### config.mk
export PLATFORM = sky130hd
export DESIGN_NAME = t07_mem_bridge
export DESIGN_NICKNAME = d
export VERILOG_FILES = /design/src/rtl/t07_mem_bridge.sv
export SDC_FILE = /design/constraint.sdc
export NUM_CORES = 1
export LEC_CHECK = 0
export BUFFER_PORTS_ARGS = -buffer_cell sky130_fd_sc_hd__buf_2
export CORE_ASPECT_RATIO = 0.8
export CORE_MARGIN = 3
export CORE_UTILIZATION = 53
export DETAILED_ROUTE_END_ITERATION = 6
export GPL_ROUTABILITY_DRIVEN = 0
export PLACE_DENSITY = 0.86
export SLEW_MARGIN = 30
export SYNTH_ARGS = -nofsm -noshare
export SYNTH_HDL_FRONTEND = slang
export SYNTH_SLANG_ARGS = --single-unit
### constraint.sdc
create_clock -name clk -period 4.2 [get_ports clk]
set_input_delay 0.42 -clock clk [delete_from_list [all_inputs] [get_ports clk]]
set_output_delay 0.42 -clock clk [all_outputs]
set_load 0.02 [all_outputs]
### src/rtl/t07_mem_bridge.sv
// t07_mem_bridge: serialises core fetches and loads/stores onto one external memory port.
// Optional feature macro T07_MEM_BRIDGE_IBUF_EN adds a one-entry instruction buffer.
module t07_mem_bridge #(
   parameter int unsigned ADDR_W  = 32,
   parameter int unsigned DATA_W  = 32,
   parameter int unsigned TIMEOUT = 255
) (
   input  logic                clk,
   input  logic                rst,
   input  logic                inst_req,
   input  logic [ADDR_W-1:0]   pc,
   input  logic                mem_read,
   input  logic                mem_write,
   input  logic [2:0]          funct3,
   input  logic [ADDR_W-1:0]   data_addr,
   input  logic [DATA_W-1:0]   store_data,
   output logic [DATA_W-1:0]   instr_out,
   output logic [DATA_W-1:0]   load_data,
   output logic                done,
   output logic                freeze,
   output logic [1:0]          err,
   output logic [ADDR_W-1:0]   ext_addr,
   output logic [DATA_W-1:0]   ext_wdata,
   output logic [DATA_W/8-1:0] ext_be,
   output logic [2:0]          ext_rwi,
   input  logic [DATA_W-1:0]   ext_rdata,
   input  logic                ext_ack
);
   localparam int unsigned BE_W  = DATA_W / 8;
   localparam int unsigned OFF_W = $clog2(BE_W);
   localparam int unsigned CNT_W = $clog2(TIMEOUT + 1);
   localparam logic [ADDR_W-1:0] WORD_MASK = ~ADDR_W'(BE_W - 1);
   localparam logic [2:0] RWI_RD   = 3'b100;
   localparam logic [2:0] RWI_WR   = 3'b010;
   localparam logic [2:0] RWI_IDLE = 3'b001;

   typedef enum logic [1:0] {S_IDLE, S_DATA, S_FETCH} state_t;

   state_t            r_state, w_state_nxt;
   logic [CNT_W-1:0]  r_cnt, w_cnt_nxt, w_cnt_inc;
   logic [OFF_W-1:0]  r_off, w_off_nxt, w_off;
   logic [1:0]        r_size, w_size_nxt, w_size;
   logic              r_uns, w_uns_nxt;
   logic [DATA_W-1:0] w_instr_nxt, w_load_nxt, w_wdata_nxt;
   logic [DATA_W-1:0] w_shift, w_mask, w_load_ext;
   logic              w_sign, w_done_nxt;
   logic [1:0]        w_err_nxt;
   logic [ADDR_W-1:0] w_addr_nxt;
   logic [BE_W-1:0]   w_be_nxt, w_be_req;
   logic [2:0]        w_rwi_nxt;
   logic              w_data_req, w_misalign, w_accept, w_hit;

   assign w_data_req = mem_read | mem_write;
   // Doubleword size collapses to word on a 32-bit port
   assign w_size     = (DATA_W == 32 && funct3[1:0] == 2'b11) ? 2'b10 : funct3[1:0];
   assign w_off      = data_addr[OFF_W-1:0];
   assign w_be_req   = ~({BE_W{1'b1}} << (4'd1 << w_size));
   assign w_accept   = (r_state == S_IDLE) && !done;
   assign w_cnt_inc  = r_cnt + CNT_W'(1);

`ifdef T07_MEM_BRIDGE_IBUF_EN
   logic              r_ibuf_valid;
   logic [ADDR_W-1:0] r_ibuf_tag, r_fetch_pc;
   logic              w_fetch_ok, w_store_acc;

   assign w_hit       = r_ibuf_valid && (pc == r_ibuf_tag);
   assign w_fetch_ok  = (r_state == S_FETCH) && ext_ack;
   assign w_store_acc = w_accept && mem_write && !w_misalign;

   // Tag tracks the last successful fetch; a store to that word drops it
   always_ff @(posedge clk) begin
      if (!rst) begin
         r_ibuf_valid <= 1'b0;
         r_ibuf_tag   <= '0;
         r_fetch_pc   <= '0;
      end else begin
         if (w_accept && !w_data_req && inst_req) r_fetch_pc <= pc;
         if (w_fetch_ok) begin
            r_ibuf_valid <= 1'b1;
            r_ibuf_tag   <= r_fetch_pc;
         end else if (w_store_acc && r_ibuf_valid &&
                      ((data_addr & WORD_MASK) == (r_ibuf_tag & WORD_MASK))) begin
            r_ibuf_valid <= 1'b0;
         end
      end
   end
`else
   assign w_hit = 1'b0;
`endif

   always_comb begin
      case (w_size)
         2'd0:    w_misalign = 1'b0;
         2'd1:    w_misalign = data_addr[0];
         2'd2:    w_misalign = |data_addr[1:0];
         default: w_misalign = |data_addr[2:0];
      endcase
   end

   // Load lane extraction: shift down, mask to size, sign/zero extend
   assign w_shift = ext_rdata >> {r_off, 3'b000};
   assign w_mask  = ~({DATA_W{1'b1}} << (7'd8 << r_size));
   always_comb begin
      case (r_size)
         2'd0:    w_sign = w_shift[7];
         2'd1:    w_sign = w_shift[15];
         2'd2:    w_sign = w_shift[31];
         default: w_sign = w_shift[DATA_W-1];
      endcase
   end
   assign w_load_ext = (w_shift & w_mask) | ({DATA_W{w_sign & ~r_uns}} & ~w_mask);

   assign freeze = (r_state != S_IDLE) ||
                   (w_accept && (w_data_req ? !w_misalign : (inst_req && !w_hit)));

   always_comb begin
      w_state_nxt = r_state;
      w_cnt_nxt   = r_cnt;
      w_off_nxt   = r_off;
      w_size_nxt  = r_size;
      w_uns_nxt   = r_uns;
      w_instr_nxt = instr_out;
      w_load_nxt  = load_data;
      w_done_nxt  = 1'b0;
      w_err_nxt   = err;
      w_addr_nxt  = ext_addr;
      w_wdata_nxt = ext_wdata;
      w_be_nxt    = ext_be;
      w_rwi_nxt   = ext_rwi;
      case (r_state)
         S_IDLE: begin
            if (w_accept) begin
               if (w_data_req) begin
                  if (w_misalign) begin
                     w_err_nxt[0] = 1'b1;
                     w_done_nxt   = 1'b1;
                  end else begin
                     w_addr_nxt  = data_addr & WORD_MASK;
                     w_wdata_nxt = store_data << {w_off, 3'b000};
                     w_be_nxt    = w_be_req << w_off;
                     w_rwi_nxt   = mem_write ? RWI_WR : RWI_RD;
                     w_off_nxt   = w_off;
                     w_size_nxt  = w_size;
                     w_uns_nxt   = funct3[2];
                     w_cnt_nxt   = '0;
                     w_state_nxt = S_DATA;
                  end
               end else if (inst_req) begin
                  if (w_hit) begin
                     w_done_nxt = 1'b1;
                  end else begin
                     w_addr_nxt  = pc & WORD_MASK;
                     w_be_nxt    = {BE_W{1'b1}};
                     w_rwi_nxt   = RWI_RD;
                     w_cnt_nxt   = '0;
                     w_state_nxt = S_FETCH;
                  end
               end
            end
         end
         default: begin
            if (ext_ack) begin
               if (r_state == S_FETCH)   w_instr_nxt = ext_rdata;
               else if (ext_rwi[2])      w_load_nxt  = w_load_ext;
               w_done_nxt  = 1'b1;
               w_rwi_nxt   = RWI_IDLE;
               w_cnt_nxt   = '0;
               w_state_nxt = S_IDLE;
            end else if (w_cnt_inc == CNT_W'(TIMEOUT)) begin
               w_err_nxt[1] = 1'b1;
               w_done_nxt   = 1'b1;
               w_rwi_nxt    = RWI_IDLE;
               w_cnt_nxt    = '0;
               w_state_nxt  = S_IDLE;
            end else begin
               w_cnt_nxt = w_cnt_inc;
            end
         end
      endcase
   end

   always_ff @(posedge clk) begin
      if (!rst) begin
         r_state   <= S_IDLE;
         r_cnt     <= '0;
         r_off     <= '0;
         r_size    <= '0;
         r_uns     <= 1'b0;
         instr_out <= '0;
         load_data <= '0;
         done      <= 1'b0;
         err       <= '0;
         ext_addr  <= '0;
         ext_wdata <= '0;
         ext_be    <= '0;
         ext_rwi   <= RWI_IDLE;
      end else begin
         r_state   <= w_state_nxt;
         r_cnt     <= w_cnt_nxt;
         r_off     <= w_off_nxt;
         r_size    <= w_size_nxt;
         r_uns     <= w_uns_nxt;
         instr_out <= w_instr_nxt;
         load_data <= w_load_nxt;
         done      <= w_done_nxt;
         err       <= w_err_nxt;
         ext_addr  <= w_addr_nxt;
         ext_wdata <= w_wdata_nxt;
         ext_be    <= w_be_nxt;
         ext_rwi   <= w_rwi_nxt;
      end
   end
endmodule

==> impl_metrics.toml, run 1 <==
[status]
outcome = "finished with violations"
violations = "DRC"

[timing]
max_slew_margin_pct = 38.5
fin_setup_tns_ns = 0
final_hold_viol_count = 0
rsz0062_at_grt = "false"
period_share_pct = 56.7
finalMaxSlewViolations = 0
worstMarginPinSlew_ns = 0.923
setup_viol = 0
setup_ws_ns = 1.82
max_freq_mhz = 420
layout_min_cycle_time_ns = 2.38
fin_skew_ns = 0.0142

[yosys]
synth_most_common_cell = "dfxtp_1"
netlist_top_cells_area = "dfxtp_1, nand2_1, a21oi_1"
synthArstFlopShare_pct = 0
synth.distinct_cells = 48
synth_top_family_by_area = "compound AO/OA/AOI/OAI gates"
yosys.area_share.simple_pct = 20.0
synth_area_leader_cell = "dfxtp_1"
synth_edf_count = 0
synthTopCellsByCount = "dfxtp_1, nand2_1, nor2_1"
syn-instance-count = 854
syn_area_um2 = 7020
synth_top_area_share_pct = 43.1
syn_avg_cell_area_um2 = 8.22
ys_ff_latch = 151
synthXorXnorAreaFrac_pct = 0.374
synth_adder_area_share_pct = 0.357
synth_compound_area_share_pct = 25.8
yosysSeqAreaShare_pct = 43.1
yosysWarnings = 0
dominantRegCellSynth = "dfxtp_1"
synthMuxAreaShare_pct = 4.92

[drt]
vias_per_cell = 5.71
drc = 4
vias = 7208
wl_per_cell_um = 17.6
dr.pass1.iters = 7
drt_wl_total_um = 22200
ant_nets = 0
drt_iter0_drc = 749

[worst_setup_path]
rr_worst_depth = 5
critPathLaunchType = "input pin"
r2r_end = "ext_rwi[1]$_SDFFE_PN0P_"
cp.arrival_ns = 1.96
worstPathRequired_ns = 3.78
crit_fanout = 37
reg2reg_slack_ns = 2.10
end_kind = "output port"
crit_type = "input pin to output port"
timing.rr.start = "r_state[0]$_SDFFE_PN0P_"

[floorplan]
dieHeight_um = 109
std_cell_rows = 36
core_area_um2 = 12600
die_w_um = 135
pin_count = 276
initial_core_util_pct = 55.8
dieArea_um2 = 14700

[global_route]
grt.total_usage_pct = 29.3
grt_max_degree = 88
grt_pass1_vias = 6523
antenna_found_initial = 1
grt-ovfl-total = 0
grt_pass1_wl_um = 34200

[placed_design]
io_buffers = 271
place_hpwl_um = 15900
place_ws_ns = 1.57

[clocking]
post_cts_resized = 0
post_cts_buffers = 0
cts_max_level = 4
clock_latency_ns = 0.42
path_clk_slew_ns = 0.07
cts_buffers = 17
ctsHoldBuffers = 0
cts.sinks = 151
cts_root_buf = "clkbuf_16"
cts_tree = "yes"
clockBufferDepth = 2

[pwr]
p_per_area_nw_per_um2 = 426
vdd_drop_max_v = 0.000288
p_leak_nw = 3.84

[worst_hold_path]
holdPathEnd = "r_uns$_SDFFE_PN0P_"
holdCritPathClass = "input pin to register"
hold_path_depth = 3
worstHoldStart = "funct3[2]"

[layout]
drive_above_1_share_pct = 33.4
areaGrowthSynthToFinish_pct = 26.5
layout.nets = 1216

[flow_run]
maxCapViolations = 0
-- placed cells by master, fill, tap and decap left out, drive strengths merged, types with 4 or more instances in the layout --
| cell | netlist | layout |
|---|---|---|
| o221a | 11 | 11 |
| nand2b | 4 | 4 |
| nand3 | 13 | 13 |
| a311oi | 31 | 31 |
| o21ai | 66 | 66 |
| mux2i | 33 | 33 |
| a21oi | 91 | 91 |
| dfxtp | 151 | 151 |
| nor3 | 23 | 23 |
| o22ai | 4 | 4 |
| nand2 | 149 | 149 |
| a211oi | 39 | 39 |
| buf | 33 | 278 |
| nor2b | 19 | 19 |
| nor2 | 105 | 105 |
| clkbuf | 42 | 18 |
| clkinv | 0 | 6 |
| inv | 4 | 11 |
-- area by class of cell --
cell class	instances	area (µm²)
antenna	1	2.50
clock buffer	18	439
clock inverter	14	138
fill	1020	3690
inverter	4	20.0
multi-input combinational	625	3630
sequential	151	3020
tap	171	214
timing repair buffer	278	1410
-- power breakdown --
group          internal, mW  total, mW  switching, mW
registers              1.52       1.58         0.0558
logic                 0.253      0.719          0.467
clock network         0.801       1.49          0.685
total                  2.57       3.78           1.21
-- stage by stage --
| step | hold slack, ns | cell area (µm²) | power (mW) | std cells | utilization [%] |
|---|---|---|---|---|---|
| floorplan | 0.462 | 7020 | 2.09 | 855 | - |
| global placement | 0.438 | 8290 | 2.30 | 1229 | 65.9 |
| detailed placement | 0.443 | 8300 | 2.32 | 1229 | 66.0 |
| CTS | 0.225 | 8870 | 3.79 | 1261 | 70.6 |
| global route | 0.247 | 8880 | 3.92 | 1262 | 70.6 |
| finish | 0.244 | 8880 | 3.78 | 1262 | 70.6 |
-- worst max-delay path, cell delays in order --
cell and delay [ns]:
buf_2 0.45, nor2_2 0.04, buf_4 0.25, o31ai_4 0.42
o21ai_2 0.14, buf_2 0.21
-- worst max path at each step --
| stage | slack [ns] | endpoint | depth (start not counted) | from |
|---|---|---|---|---|
| after floorplan | 2.47 | r_cnt[7]$_SDFFE_PN0P_ | 6 | mem_write |
| after global routing | 1.69 | freeze | 6 | mem_write |
| after CTS | 1.84 | freeze | 6 | mem_write |
| after global placement | 1.58 | ext_rwi[1]$_SDFFE_PN0P_ | 8 | mem_write |
| final | 1.82 | freeze | 6 | mem_write |
| after detailed placement | 1.57 | ext_rwi[1]$_SDFFE_PN0P_ | 8 | mem_read |
-- metal layers --
metal  vias up  GRT usage [%]  routed length (µm)  part of all wire, %
met4         0           9.38                 361                  1.6
met2       400           46.8               10500                   47
met3        26           8.21                2240                   10
met1      3328           38.7                9130                   41
li1       3454              -                   -                    -
met5         -              0                   0                    0
-- cells by family after synthesis --
| group | Yosys count |
|---|---|
| AOI/OAI and AO/OA | 254 |
| xor gates and xnor gates | 3 |
| adders and majority gates | 2 |
| buffers and inverters | 79 |
| DFF | 151 |
| muxes | 34 |
| other | 1 |
| and+or+nand+nor | 330 |
-- sequential cells by signal, summed over array words and instances (netlist names), 2 cells and up --
name and cells:
err 2, ext_addr 30, ext_be 4, ext_rwi 3, ext_wdata 32, instr_out 32
load_data 32, r_cnt 8, r_off 2, r_size 2, r_state 2
Note: power is estimated with default switching activity, not from simulation.
==> run 2: changes to the inputs <==
--- a/config.mk
+++ b/config.mk
@@ -8,10 +8,10 @@
 export BUFFER_PORTS_ARGS = -buffer_cell sky130_fd_sc_hd__buf_2
 export CORE_ASPECT_RATIO = 0.8
 export CORE_MARGIN = 3
-export CORE_UTILIZATION = 53
+export CORE_UTILIZATION = 49
 export DETAILED_ROUTE_END_ITERATION = 6
 export GPL_ROUTABILITY_DRIVEN = 0
-export PLACE_DENSITY = 0.86
+export PLACE_DENSITY = 0.8
 export SLEW_MARGIN = 30
 export SYNTH_ARGS = -nofsm -noshare
 export SYNTH_HDL_FRONTEND = slang
==> constraint.sdc (replaced) <==
create_clock -name clk -period 2.5 [get_ports clk]
set_input_delay 0.25 -clock clk [delete_from_list [all_inputs] [get_ports clk]]
set_output_delay 0.25 -clock clk [all_outputs]
set_load 0.02 [all_outputs]
==> impl_metrics.toml, run 2 (same netlist as run 1, synthesis figures left out) <==
[clocking]
clock_latency_ns = 0.42
ctsHoldBuffers = 0
cts_root_buf = "clkbuf_16"
cts_buffers = 17
cts_tree = "yes"
cts_max_level = 4
cts.sinks = 151
post_cts_resized = 0
clockBufferDepth = 2
path_clk_slew_ns = 0.06
post_cts_buffers = 0

[layout]
diodes = 0
largest_registers = "ext_wdata (32), instr_out (32), load_data (32)"
areaGrowthSynthToFinish_pct = 28.1
final_cell_mix = "buf_2, dfxtp_1, nand2_1"
drive_above_1_share_pct = 33.9
final_util_pct = 65.2
instances_no_fill = 1281
layout.nets = 1227
fillers = 1169
multi_input_area_um2 = 3620
final_common_cell = "buf_2"
ff_latch_area_um2 = 3020

[worst_setup_path]
crit_type = "register to register"
worstPathRequired_ns = 2.82
critPathLaunchType = "register"
timing.rr.start = "r_cnt[0]$_SDFFE_PN0P_"
crit_fanout = 8
cp.arrival_ns = 2.35
end_kind = "register"
crit_start = "r_cnt[0]$_SDFFE_PN0P_"

[drt]
drc = 0
vias = 7208
drt_wl_total_um = 21800
vias_per_cell = 5.63
ant_nets = 0
drt_iter0_drc = 594
dr.pass1.iters = 6
wl_per_cell_um = 17.0

[floorplan]
die_w_um = 140
pin_count = 276
dieHeight_um = 113
dieArea_um2 = 15800
std_cell_rows = 38
initial_core_util_pct = 50.9
core_area_um2 = 13800

[placed_design]
io_buffers = 271
place_hpwl_um = 15900
dp.cells = 1249

[worst_hold_path]
holdCritPathClass = "input pin to register"
worstHoldStart = "funct3[2]"

[timing]
final_hold_viol_count = 0
timing.hold.ws_ns = 0.0659
worstMarginPinSlew_ns = 0.625
finalMaxSlewViolations = 0
setup_viol = 0
max_slew_margin_pct = 58.2
rsz0062_at_grt = "false"
layout_min_cycle_time_ns = 2.04
period_share_pct = 81.5
fin_setup_tns_ns = 0
fin_skew_ns = 0.00519
max_freq_mhz = 491

[global_route]
grt-ovfl-total = 0
antenna_found_initial = 0
grt_max_degree = 77
grt.total_usage_pct = 27.0
grt_pass1_vias = 6752
grt_pass1_wl_um = 34200

[pwr]
p_leak_nw = 3.89
p_per_area_nw_per_um2 = 709
vdd_drop_max_v = 0.000511
total_power_mw = 6.37

[flow_run]
maxCapViolations = 0

[status]
outcome = "complete, no violations"
[run 2: cell count changes in the layout (fill, tap and decap cells not counted), sizes merged]
cell	before	now
buf	278	289
clkinvlp	1	4
clkinv	6	4
bufinv	0	1
clkbuf	18	17
diode	1	0
inv	11	10
[run 2: per-layer routing]
layer  up-vias  GRT usage [%]  routed length, µm
met2       349           43.0               9940
met1      3346           34.9               9240
met5         -              0                  0
li1       3469              -                  -
met3        44           8.37               2140
met4         0           9.68                492
[run 2: critical path: stages (launching register included)]
cell and delay (ns):
dfxtp_1 0.45, ha_1 0.27, nand4_1 0.13, xor2_1 0.15, o22ai_1 0.15, a21oi_1 0.50
nor2_1 0.08, o21a_1 0.20
[run 2: area by class of cell]
cell class                 count  area share, %
clock buffer                  17           4.73
multi-input combinational    625           40.3
timing repair buffer         289           17.0
clock inverter                15           1.61
inverter                       4          0.195
tap                          180           2.51
sequential                   151           33.6
[run 2: per-stage QoR]
| step | instance area, µm² | worst slack, ns |
|---|---|---|
| after floorplan | 7020 | 0.858 |
| after global placement | 8420 | 0.507 |
| after detailed placement | 8420 | 0.460 |
| after CTS | 8990 | 0.503 |
| after global routing | 8990 | 0.267 |
| final | 8990 | 0.463 |
[run 2: worst paths after layout]
kind / end / slack (ns) / cells after the start
hold reg to reg: instr_out[28]$_SDFFE_PN0P_ / 0.45 / 2
hold / removal: r_uns$_SDFFE_PN0P_ / 0.07 / 3
setup reg to reg: done$_SDFF_PN0_ / 0.46 / 7
setup / recovery: done$_SDFF_PN0_ / 0.46 / 7
[run 2: power breakdown]
part | internal [mW] | switching, mW
clock network | 1.39 | 1.10
logic | 0.450 | 0.788
registers | 2.55 | 0.0883
total | 4.40 | 1.98
